`config.mk`:
```
export PLATFORM = sky130hd
export DESIGN_NAME = mem_lsu_unit
export DESIGN_NICKNAME = d
export VERILOG_FILES = /design/src/rtl/mem_lsu_unit.sv
export SDC_FILE = /design/constraint.sdc
export NUM_CORES = 1
export LEC_CHECK = 0
export CORE_AREA = 2 2 187 189
export DETAILED_ROUTE_END_ITERATION = 16
export DIE_AREA = 0 0 189 191
export PLACE_DENSITY = 0.77
export SLEW_MARGIN = 0
export SYNTH_ARGS = -nofsm -noshare
export SYNTH_HDL_FRONTEND = slang
export SYNTH_SLANG_ARGS = --single-unit
```
`constraint.sdc`:
```
create_clock -name i_clk -period 2 [get_ports i_clk]
set_input_delay 0.4 -clock i_clk [delete_from_list [all_inputs] [get_ports i_clk]]
set_output_delay 0.4 -clock i_clk [all_outputs]
set_load 0.02 [all_outputs]
```
`src/rtl/mem_lsu_unit.sv`:
```
// Load/store unit: one outstanding access, posted stores, sign/zero-extended loads.
// Optional macro LSU_MISALIGN_TRAP_EN traps misaligned accesses instead of issuing them.
module mem_lsu_unit #(
    parameter int unsigned XLEN   = 64,
    parameter int unsigned ADDR_W = 64,
    parameter int unsigned REG_AW = 5
) (
    input  logic                i_clk,
    input  logic                i_rst_n,
    input  logic                i_in_valid,
    output logic                o_in_ready,
    input  logic                i_in_load,
    input  logic                i_in_store,
    input  logic [2:0]          i_in_funct3,
    input  logic [ADDR_W-1:0]   i_in_addr,
    input  logic [XLEN-1:0]     i_in_store_data,
    input  logic [REG_AW-1:0]   i_in_rd_addr,
    output logic                o_mem_req_valid,
    input  logic                i_mem_req_ready,
    output logic                o_mem_req_write,
    output logic [ADDR_W-1:0]   o_mem_req_addr,
    output logic [XLEN-1:0]     o_mem_wdata,
    output logic [XLEN/8-1:0]   o_mem_wstrb,
    input  logic                i_mem_rsp_valid,
    input  logic [XLEN-1:0]     i_mem_rdata,
    output logic                o_wb_valid,
    output logic [REG_AW-1:0]   o_wb_rd_addr,
    output logic [XLEN-1:0]     o_wb_data,
    output logic                o_exc_valid,
    output logic [3:0]          o_exc_cause,
    output logic [ADDR_W-1:0]   o_exc_tval,
    output logic                o_busy
);

    localparam int unsigned SW    = XLEN / 8;
    localparam int unsigned OFF_W = $clog2(SW);

    typedef enum logic [1:0] {StIdle, StReq, StWait} state_e;

    state_e              r_state;
    state_e              w_state_next;

    logic [ADDR_W-1:0]   r_req_addr;
    logic                r_write;
    logic [XLEN-1:0]     r_wdata;
    logic [SW-1:0]       r_wstrb;
    logic [2:0]          r_funct3;
    logic [OFF_W-1:0]    r_offset;
    logic [REG_AW-1:0]   r_rd;
    logic                r_wb_valid;
    logic [REG_AW-1:0]   r_wb_rd;
    logic [XLEN-1:0]     r_wb_data;
    logic                r_exc_valid;
    logic [3:0]          r_exc_cause;
    logic [ADDR_W-1:0]   r_exc_tval;

    logic                w_accept;
    logic                w_is_op;
    logic                w_illegal;
    logic                w_misalign;
    logic                w_exc;
    logic                w_start;
    logic [OFF_W-1:0]    w_off;
    logic [SW-1:0]       w_ones;
    logic [SW-1:0]       w_wstrb;
    logic [XLEN-1:0]     w_wdata;
    logic [XLEN-1:0]     w_rsh;
    logic [XLEN-1:0]     w_ld_ext;
    logic [3:0]          w_cause;

    assign w_accept  = i_in_valid & o_in_ready;
    assign w_is_op   = i_in_load | i_in_store;
    assign w_off     = i_in_addr[OFF_W-1:0];
    assign w_illegal = (i_in_funct3 == 3'b111) ||
                       ((XLEN == 32) && ((i_in_funct3 == 3'b011) || (i_in_funct3 == 3'b110)));

`ifdef LSU_MISALIGN_TRAP_EN
    logic [2:0] w_size_m;

    always_comb begin
        w_size_m = 3'd0;
        case (i_in_funct3[1:0])
            2'b00:   w_size_m = 3'd0;
            2'b01:   w_size_m = 3'd1;
            2'b10:   w_size_m = 3'd3;
            default: w_size_m = 3'd7;
        endcase
    end

    assign w_misalign = |(w_off & OFF_W'(w_size_m));
`else
    assign w_misalign = 1'b0;
`endif

    assign w_exc   = w_accept & w_is_op & (w_illegal | w_misalign);
    assign w_start = w_accept & w_is_op & ~w_illegal & ~w_misalign;
    assign w_cause = w_illegal ? 4'd2 : (i_in_load ? 4'd4 : 4'd6);

    always_comb begin
        w_ones = '0;
        case (i_in_funct3[1:0])
            2'b00:   w_ones = SW'(32'd1);
            2'b01:   w_ones = SW'(32'd3);
            2'b10:   w_ones = SW'(32'd15);
            default: w_ones = '1;
        endcase
    end

    // Lanes pushed past the top of the bus fall off the shift.
    assign w_wstrb = w_ones << w_off;
    assign w_wdata = i_in_store_data << {w_off, 3'b000};

    assign w_rsh = i_mem_rdata >> {r_offset, 3'b000};

    always_comb begin
        w_ld_ext = w_rsh;
        case (r_funct3)
            3'b000:  w_ld_ext = XLEN'($signed(w_rsh[7:0]));
            3'b001:  w_ld_ext = XLEN'($signed(w_rsh[15:0]));
            3'b010:  w_ld_ext = XLEN'($signed(w_rsh[31:0]));
            3'b100:  w_ld_ext = XLEN'(w_rsh[7:0]);
            3'b101:  w_ld_ext = XLEN'(w_rsh[15:0]);
            3'b110:  w_ld_ext = XLEN'(w_rsh[31:0]);
            default: w_ld_ext = w_rsh;
        endcase
    end

    always_ff @(posedge i_clk or negedge i_rst_n) begin
        if (!i_rst_n) begin
            r_state <= StIdle;
        end else begin
            r_state <= w_state_next;
        end
    end

    always_comb begin
        w_state_next = r_state;
        case (r_state)
            StIdle: if (w_start) w_state_next = StReq;
            StReq:  if (i_mem_req_ready) w_state_next = r_write ? StIdle : StWait;
            StWait: if (i_mem_rsp_valid) w_state_next = StIdle;
            default: w_state_next = StIdle;
        endcase
    end

    always_ff @(posedge i_clk or negedge i_rst_n) begin
        if (!i_rst_n) begin
            r_req_addr  <= '0;
            r_write     <= 1'b0;
            r_wdata     <= '0;
            r_wstrb     <= '0;
            r_funct3    <= '0;
            r_offset    <= '0;
            r_rd        <= '0;
            r_wb_valid  <= 1'b0;
            r_wb_rd     <= '0;
            r_wb_data   <= '0;
            r_exc_valid <= 1'b0;
            r_exc_cause <= '0;
            r_exc_tval  <= '0;
        end else begin
            r_wb_valid  <= 1'b0;
            r_exc_valid <= 1'b0;
            if (w_start) begin
                r_req_addr <= {i_in_addr[ADDR_W-1:OFF_W], {OFF_W{1'b0}}};
                r_write    <= i_in_store & ~i_in_load;
                r_wdata    <= w_wdata;
                r_wstrb    <= w_wstrb;
                r_funct3   <= i_in_funct3;
                r_offset   <= w_off;
                r_rd       <= i_in_rd_addr;
            end
            if (w_exc) begin
                r_exc_valid <= 1'b1;
                r_exc_cause <= w_cause;
                r_exc_tval  <= i_in_addr;
            end
            // x0 destination: the read still happens, only the writeback is dropped.
            if ((r_state == StWait) && i_mem_rsp_valid) begin
                r_wb_valid <= |r_rd;
                r_wb_rd    <= r_rd;
                r_wb_data  <= w_ld_ext;
            end
        end
    end

    assign o_in_ready      = (r_state == StIdle);
    assign o_busy          = (r_state != StIdle);
    assign o_mem_req_valid = (r_state == StReq);
    assign o_mem_req_write = r_write;
    assign o_mem_req_addr  = r_req_addr;
    assign o_mem_wdata     = r_wdata;
    assign o_mem_wstrb     = r_wstrb;
    assign o_wb_valid      = r_wb_valid;
    assign o_wb_rd_addr    = r_wb_rd;
    assign o_wb_data       = r_wb_data;
    assign o_exc_valid     = r_exc_valid;
    assign o_exc_cause     = r_exc_cause;
    assign o_exc_tval      = r_exc_tval;

endmodule
```
* Yosys cells after proc, flatten, opt, wreduce, memory -nomap -nowiden
Index checks and enable logic that the tools add are counted.
Widths: inputs -> output; s select.
** Word-level totals
- Flip-flop bits (word level) :: 286
- Output and inout port bits :: 279
- Logic and storage cells :: 56
** Cells by class
- Eq/ne operators :: 13
- Shift-type cells :: 3
- Muxes and demuxes :: 11
- Bitwise operators :: 8
- Reductions and logical operators :: 7
** Operators with widths (count)
- $pmux 64 s6 :: 1
- $shl 64x6->64 :: 1
- $shr 64x6->64 :: 1
- $pmux 8 s3 :: 1
- $eq 3x3->1 const B :: 4
- $mux 2 :: 5
- $shl 8x3->8 :: 1
- $pmux 2 s3 :: 1
- $and 1x1->1 :: 5
- $reduce_or 5->1 :: 1
- $eq 2x1->1 const B :: 2
- $eq 2x2->1 const B :: 2
- $logic_not 2->1 :: 2
- $ne 2x1->1 const B :: 2
- $eq 3x1->1 const B :: 1
- $eq 3x2->1 const B :: 1
- $logic_not 3->1 :: 1
- $mux 3 :: 1
- $reduce_and 3->1 :: 1
- $mux 1 :: 2
- $ne 2x2->1 const B :: 1
- $not 1->1 :: 2
- $reduce_bool 2->1 :: 1
- $logic_and 1x1->1 :: 1
- $or 1x1->1 :: 1

* Logic depth before layout (Yosys ltp)
Gate-level depths: netlist of run 1.
- Depth after elaboration :: 6
- Gate-level depth with buffers :: 8

* Worst setup path after synthesis of run 1
Ideal clock, no wire load.
- Path type :: flip-flop to flip-flop
- Start :: register r_state[1]
- End :: register r_exc_tval[36], in the netlist o_exc_tval[36]
- Arrival time :: 2.118 ns
- Setup slack :: -0.242 ns
- Cell stages (with the launch flop) :: 7
- Path buffers :: 2
- Clock period less this slack :: 2.242 ns
- Cell sequence :: dfrtp_1 nor2_1 o211ai_1 nor2_1 clkbuf_1 buf_2 mux2_2
** Between the ends
- Cells in the longest elaborated chain, start to end :: 4
** Ends and longest elaborated chain
- start, declared :: RTL line 40 : state_e r_state;
- start signal, assigned :: RTL line 130 : r_state <= StIdle;
- start signal, assigned :: RTL line 132 : r_state <= w_state_next;
- $logic_not 2->1 :: RTL line 187 : assign o_in_ready = (r_state == StIdle);
- via o_in_ready :: RTL line 11 : output logic o_in_ready,
- $and 1x1->1 :: RTL line 71 : assign w_accept = i_in_valid & o_in_ready;
- $and 1x1->1 (2 in a row) :: RTL line 95 : assign w_exc = w_accept & w_is_op & (w_illegal | w_misalign);
- end signal, assigned :: RTL line 176 : r_exc_tval <= i_in_addr;
- end, declared :: RTL line 55 : logic [ADDR_W-1:0] r_exc_tval;
The timed path passes the listed nets, and every way through them passes these cells.
A chain may end at the register's enable or synchronous reset.

* Worst setup path in the final report of run 1
- Start :: register r_offset[1]
- End :: register r_wb_data[54], in the netlist o_wb_data[54]
** Between the ends
- Cells in the longest elaborated chain, start to end :: 2
** Ends and longest elaborated chain
- start, declared :: RTL line 48 : logic [OFF_W-1:0] r_offset;
- start signal, assigned :: RTL line 170 : r_offset <= w_off;
- $shr 64x6->64 :: RTL line 113 : assign w_rsh = i_mem_rdata >> {r_offset, 3'b000};
- $pmux 64 s6 :: RTL line 117 : case (r_funct3)
- end signal, assigned :: RTL line 182 : r_wb_data <= w_ld_ext;
- end, declared :: RTL line 52 : logic [XLEN-1:0] r_wb_data;
Every way passes these cells.

==> out/results.tsv, run 1 <==
stage	metric	value	unit
run_status	outcome	finished, violations left	
run_status	violations	negative setup slack	
pwr	cell_internal_pwr	20.45	mW
cts	tritoncts	built	
yosys	synthArstFlopShare	100.0	%
global_routing	grt_usage	29.24	%
critical_path	cp-end-kind	flop	
yosys	synth_edf_count	0	
floorplanning	io_pins	486	
detailed_routing	via_per_inst	5.430	
timing	drv_slew	0	
detailed_routing	routed_wl	53560	microns
cts	insertion_delay	0.55	ns
hold_path	holdPathStages	4	
detailed_routing	drt_pass1_iterations	5	
pwr	power_leakage	9.832	nW
critical_path	worst_setup_path_start_kind	flop	
detailed_routing	drc_errors	0	
yosys	yosysWarnings	0	
cts	clk_pin_slew	0.06	ns
timing	worst_pin_slew	0.9914	ns
cells_and_area	area_growth	53.83	%
critical_path	slowest_stage	dfrtp_2	
timing	rsz0062_at_grt	yes	
cells_and_area	seq_area	7112	sq um
critical_path	crit_arrival	2.59	ns
critical_path	r2r-start	r_offset[1]	
cts	htree_num_levels	1	
yosys	synth_top_area_share	50.47	%
place	routabilityCongestion	0.9856	
floorplanning	start_util	41.28	%
critical_path	critical_path.max_fanout	32	
yosys	synthFlopType	dfrtp_1	
timing	hold_ws	0.3601	ns
yosys	ys_ff_latch	284	
pwr	p_per_area	1596	nW/um^2
timing	setup_ws	-0.1762	ns
detailed_routing	wl_per_cell	22.10	microns
floorplanning	dieArea	36100	sq um
hold_path	hold_end	r_offset[2]	
global_routing	grt_max_degree	67	
yosys	netlist_instances	1408	
yosys	yosys.cell_types.count	46	
critical_path	r2r_end	o_wb_data[54]	
place	pre_cts_slack	-0.6161	ns
cells_and_area	multi_input_area	6583	sq um
pwr	switching_share	40.84	%
yosys	synth_top_cell_by_area	dfrtp_1	
cts	cts_buffers	31	
timing	skew	0.008745	ns
global_routing	grt_pass1_wl	81960	microns
pwr	p_switching	14.12	mW
critical_path	timing.reg2reg.setup_slack	-0.18	ns
timing	post-route-min-period	2.176	ns
pwr	clkPwrFrac	16.3	%
detailed_routing	drt_iter0_markers	1054	
pwr	power.share.combinational	53.9	%
critical_path	worst_path_largest_cell_delay	0.49	ns
global_routing	antenna_found_initial	3	
floorplanning	core-area	34120	sq um
place	hpwl	40450	microns
timing	fin_tns_setup	-6.375	ns
detailed_routing	vias	13160	
place	place_inst	2360	
yosys	ys_seq_area_share	50.47	%
cells_and_area	final_cell_count_no_fill	2423	
timing	setup_violations	54	
place	io_buffers	480	
cells_and_area	nFillCells	2700	
floorplanning	chipWidth	189	microns
cts	cts_sinks	284	
cts	root_buffer	clkbuf_16	
floorplanning	die_h	191	microns
flow_run	max_cap_viol_count	0	
global_routing	grt_overflow	0	
global_routing	grt_pass1_vias	13720	
yosys	synth_area_leaders	dfrtp_1, nand2_1, mux2_2	
hold_path	hp-start	i_in_addr[2]	
yosys	syn_area	14080	sq um
pwr	p_seq_share	29.8	%
detailed_routing	antenna_left	0	
cells_and_area	final_cell_mix	clkdlybuf4s50_1, nand2_1, dfrtp_1	
timing	maxSlewHeadroom	33.40	%
yosys	avgSynthCellArea	10.00	sq um
timing	period_share	108.8	%
cells_and_area	nets	2153	
timing	timing.fmax	459.5	MHz
pwr	vdd_drop_max	1.167	mV
critical_path	path_cells	buf_4 -> mux2i_1 -> mux2i_1 -> o21a_1 -> buf_4 -> a211oi_4 -> buf_12 -> a31oi_1	
floorplanning	rows	68	
cts	ctsLongestPathBuffers	3	
critical_path	crit_type	flop to flop	
critical_path	cp_data_required_time	2.41	ns
cells_and_area	layout_commonest_cell	clkdlybuf4s50_1	
timing	hold_viol	0	
hold_path	worst_hold_path_type	input pin to flop	
cells_and_area	fin_util	63.50	%
cells_and_area	layout-drive-gt1-share	17.95	%
critical_path	worst-r2r-cell-count	8	
registers in the layout, summed over array words and instances, names as in the netlist, 2 cells and up:
signal / flops
o_exc_tval: 64
o_mem_wdata: 64
o_wb_data: 64
o_mem_req_addr: 61
o_mem_wstrb: 8
o_wb_rd_addr: 5
r_rd: 5
r_funct3: 3
r_offset: 3
o_exc_cause: 2
r_state: 2
final cells by class:
class | count | area share, %
Sequential cell | 284 | 32.83
Multi-Input combinational cell | 1004 | 30.39
Timing Repair Buffer | 621 | 29.50
Clock buffer | 43 | 4.020
Tap cell | 455 | 2.628
Clock inverter | 11 | 0.5602
Inverter | 4 | 0.06931
Antenna cell | 1 | 0.01155
power groups by stage:
stage	Clock (mW)	Sequential [mW]	Combinational, mW
final	5.63	10.3	18.7
after global routing	5.97	10.6	19.7
after CTS	5.72	10.3	18.7
after detailed placement	0	10.3	18.1
after global placement	0	10.2	17.9
after floorplan	0	13.1	5.99
worst max-delay path: cells and delay by family (launching register included):
kind,cells,cell delay [ns]
flip-flops,1,0.49
buffers and inverters,3,0.55
AO/OA/AOI/OAI,3,0.62
multiplexers,2,0.35
worst max path at each step:
stage,end,start,cells after the start,slack [ns]
after floorplan,o_wb_data[34],r_offset[1],7,-0.03
after global placement,o_wb_data[17],i_mem_rdata[63],6,-0.52
after detailed placement,o_wb_data[18],i_mem_rdata[63],6,-0.62
after CTS,o_wb_data[54],r_offset[1],8,-0.13
after global routing,o_wb_data[54],r_offset[1],8,-0.22
final,o_wb_data[54],r_offset[1],8,-0.18
layer usage:
metal	routed length, microns	track usage, %	up-vias
met1	20450	36.15	6366
met3	5032	7.692	149
met2	25140	47.83	697
met5	13	0	-
li1	-	-	5944
met4	2914	13.85	2
cells by family after synthesis:
logic type | Yosys count | share of synthesized area (%)
simple gates | 491 | 14.15
mux | 232 | 18.92
flops | 284 | 50.47
compound gates | 276 | 12.61
buf+inv | 124 | 3.821
other cells | 1 | 0.02663
timing repair:
item	CTS	global route
hold buffers	1	0
buffers inserted	5	0
gates cloned	2	0
pin swaps	5	0
setup endpoints to repair	80	88
gates resized for setup	41	34
endpoints found under the hold margin	52	0
metrics by stage:
step | area [sq um] | power (mW)
2_1_floorplan | 14110 | 19.07
3_3_place_gp | 20380 | 28.06
3_5_place_dp | 20380 | 28.46
4_1_cts | 21590 | 34.66
5_1_grt | 21660 | 36.25
6_report | 21660 | 34.57
Yosys cell counts (2+ instances only):
cell and n:
o221ai_1 8, o21ai_0 81, a31oi_1 18, nor3b_1 2, nand3b_1 4, a22oi_1 2
o31ai_1 19, nand3_1 10, a21oi_1 74, nand2_1 362, dfrtp_1 284, or2_2 3
a211oi_1 17, o22a_1 2, nor2_1 71, clkbuf_1 85, buf_1 7, o21a_1 12
o2bb2ai_1 6, buf_6 4, mux4_2 17, a211o_1 7, mux2i_1 111, o211ai_1 3
nor3_1 5, buf_4 5, a31oi_2 12, mux2_2 104, buf_2 18, nor2b_1 28
nand2b_1 3, a221oi_1 7, inv_1 4
(Power assumes the default switching activity.)
==> inputs of run 2 (changes only) <==
--- a/config.mk
+++ b/config.mk
@@ -5,6 +5,7 @@
 export SDC_FILE = /design/constraint.sdc
 export NUM_CORES = 1
 export LEC_CHECK = 0
+export ABC_CLOCK_PERIOD_IN_PS = 2000
 export CORE_AREA = 2 2 187 189
 export DETAILED_ROUTE_END_ITERATION = 16
 export DIE_AREA = 0 0 189 191
==> results of run 2 <==
No change in the layout: final DEF, timing and power equal those of run 1.
==> inputs of run 3 (changes only) <==
--- a/config.mk
+++ b/config.mk
@@ -6,10 +6,10 @@
 export NUM_CORES = 1
 export LEC_CHECK = 0
 export ABC_CLOCK_PERIOD_IN_PS = 2000
-export CORE_AREA = 2 2 187 189
+export CORE_MARGIN = 2
+export CORE_UTILIZATION = 42
 export DETAILED_ROUTE_END_ITERATION = 16
-export DIE_AREA = 0 0 189 191
-export PLACE_DENSITY = 0.77
+export PLACE_DENSITY = 0.78
 export SLEW_MARGIN = 0
 export SYNTH_ARGS = -nofsm -noshare
 export SYNTH_HDL_FRONTEND = slang
==> run 3 against run 2 <==
- the run still ends with negative setup slack left
- non-clock buffer count rose by 11
- power rose by 6.3%
- cell area rose by 2.0%
- sequential power barely moved
- cell count rose by 0.41%
- via count rose by 1.1%
- clock power rose by 20%
==> out/results.tsv, run 3 (synthesis results as in run 1) <==
stage	metric	value	unit	change
cts	cts_sinks	284		unchanged
pwr	p_per_area	1663	nW/um^2	+4.2%
pwr	clkPwrFrac	18.3	%	+2.0 points
floorplanning	start_util	42.31	%	+1.0 points
cells_and_area	nets	2167		+0.65%
global_routing	grt_pass1_wl	83320	microns	+1.7%
floorplanning	rows	67		-1.5%
critical_path	cp_data_required_time	2.42	ns	about the same
floorplanning	dieArea	35010	sq um	-3.0%
floorplanning	io_pins	486		unchanged
timing	timing.fmax	458.2	MHz	-0.28%
timing	worst_pin_slew	1.170	ns	+0.1788 ns
timing	period_share	109.1	%	+0.31 points
floorplanning	chipWidth	187.1	microns	-1.0%
timing	post-route-min-period	2.182	ns	+0.006188 ns
timing	drv_slew	0		unchanged
pwr	p_seq_share	27.9	%	-1.9 points
global_routing	grt_usage	30.83	%	+1.6 points
critical_path	cp-end-kind	flop		
cells_and_area	finish.instance_area	22090	sq um	+2.0%
cts	cts_buffers	34		+9.7%
run_status	outcome	finished, violations left		
global_routing	antenna_found_initial	3		unchanged
place	place_area	20250	sq um	-0.66%
timing	setup_violations	61		+13%
timing	hold_viol	0		unchanged
detailed_routing	drt_pass1_iterations	8		+3
cells_and_area	final_cell_mix	clkdlybuf4s50_1, nand2_1, dfrtp_1		
timing	rsz0062_at_grt	yes		
timing	skew	0.01133	ns	+0.002583 ns
detailed_routing	drt_iter0_markers	988		-6.3%
cts	tritoncts	built		
critical_path	worst_setup_path_start_kind	flop		
pwr	p_total	36.73	mW	+6.3%
hold_path	worst_hold_path_type	input pin to asynchronous set/reset pin		
global_routing	grt_max_degree	56		-16%
detailed_routing	routed_wl	55310	microns	+3.3%
cts	clk_pin_slew	0.06	ns	about the same
cells_and_area	layout_commonest_cell	clkdlybuf4s50_1		
pwr	vdd_drop_max	1.285	mV	+10%
pwr	switching_share	40.12	%	-0.72 points
timing	maxSlewHeadroom	21.82	%	-12 points
critical_path	critical_path.max_fanout	8		-75%
pwr	power_leakage	9.693	nW	-1.4%
cts	insertion_delay	0.51	ns	-0.04 ns
flow_run	max_cap_viol_count	0		unchanged
global_routing	grt_overflow	0		unchanged
place	io_buffers	480		unchanged
critical_path	crit_arrival	2.60	ns	about the same
pwr	cell_internal_pwr	22.00	mW	+7.5%
place	hpwl	40870	microns	+1.0%
cts	ctsLongestPathBuffers	3		unchanged
run_status	violations	negative setup slack		
cts	htree_num_levels	2		+1
detailed_routing	vias	13310		+1.1%
detailed_routing	via_per_inst	5.470		+0.72%
pwr	p_switching	14.74	mW	+4.4%
floorplanning	die_h	187.1	microns	-2.0%
cells_and_area	nFillCells	2564		-5.0%
global_routing	grt_pass1_vias	13700		-0.14%
critical_path	crit_type	flop to flop		
detailed_routing	antenna_left	0		unchanged
detailed_routing	drc_errors	0		unchanged
cells_and_area	layout-drive-gt1-share	20.77	%	+2.8 points
floorplanning	core-area	33280	sq um	-2.5%
detailed_routing	wl_per_cell	22.73	microns	+2.8%
cells_and_area	area_growth	56.90	%	
timing	setup_ws	-0.1824	ns	-0.006188 ns
place	routabilityCongestion	1.001		+1.6%
cts	root_buffer	clkbuf_16		
pwr	power.share.combinational	53.8	%	about the same
## run 3: final cells by class
cell class	instances	area (sq um)	area share, %
Sequential cell	284	7112	32.19
Antenna cell	1	2.502	0.01133
Clock buffer	45	983.4	4.451
Tap cell	448	560.5	2.537
Multi-Input combinational cell	1004	6845	30.98
Clock inverter	15	236.5	1.070
Inverter	4	15.01	0.06795
Timing Repair Buffer	632	6340	28.69
## run 3: timing repair
| item | CTS | global route |
|---|---|---|
| hold buffers | 1 | 0 |
| resized for setup | 26 | 66 |
| endpoints found under the setup margin | 55 | 63 |
| gates cloned | 3 | 1 |
| pin swaps | 4 | 5 |
| setup buffers | 8 | 8 |
| endpoints found under the hold margin | 38 | 0 |
## run 3: metrics by stage
step / TNS (ns) / cells / utilization, % / hold slack (ns) / setup slack [ns]
detailed placement: -35.35 / 2353 / 60.84 / 0.3440 / -0.4818
finish: -7.488 / 2433 / 66.39 / 0.4025 / -0.1824
floorplan: -0.4422 / 1412 / - / 0.1044 / -0.02887
global placement: -31.10 / 2353 / 60.84 / 0.3399 / -0.4288
global route: -9.715 / 2432 / 66.38 / 0.4233 / -0.2184
CTS: -3.373 / 2425 / 65.26 / 0.3786 / -0.1267
## run 3: power by group through the flow
stage          Combinational, mW  Sequential [mW]  Clock [mW]
3_3_place_gp                17.9             10.2           0
4_1_cts                     18.9             10.2        6.84
6_report                    19.8             10.2        6.73
5_1_grt                     20.7             10.5        7.07
2_1_floorplan               5.99             13.1           0
3_5_place_dp                18.1             10.3           0
## run 3: final timing paths
check                                          end  slack (ns)               start  depth (start not counted)
worst max-delay path                 o_wb_data[52]       -0.18         r_offset[1]                          8
min in group i_clk                     r_offset[2]        0.42        i_in_addr[2]                          4
worst min-delay path            o_mem_req_addr[63]        0.40             i_rst_n                          2
max in group asynchronous              r_offset[2]        0.92             i_rst_n                          3
worst min register to register  o_mem_req_addr[16]        0.47  o_mem_req_addr[16]                          2
worst max register to register       o_wb_data[52]       -0.18         r_offset[1]                          8
## run 3: worst max-delay path: stages (launching register included)
cell      delay, ns
dfrtp_2        0.51
buf_6          0.16
mux2i_1        0.10
mux4_2         0.51
nor3_4         0.27
a211oi_4       0.06
buf_12         0.15
buf_12         0.16
a31oi_2        0.16
## run 3: layer usage
layer	up-vias	track usage [%]	routed length, microns
met5	-	0	34
li1	5978	-	-
met4	4	14.62	2985
met3	159	7.880	4892
met2	720	50.41	26060
met1	6447	38.34	21340
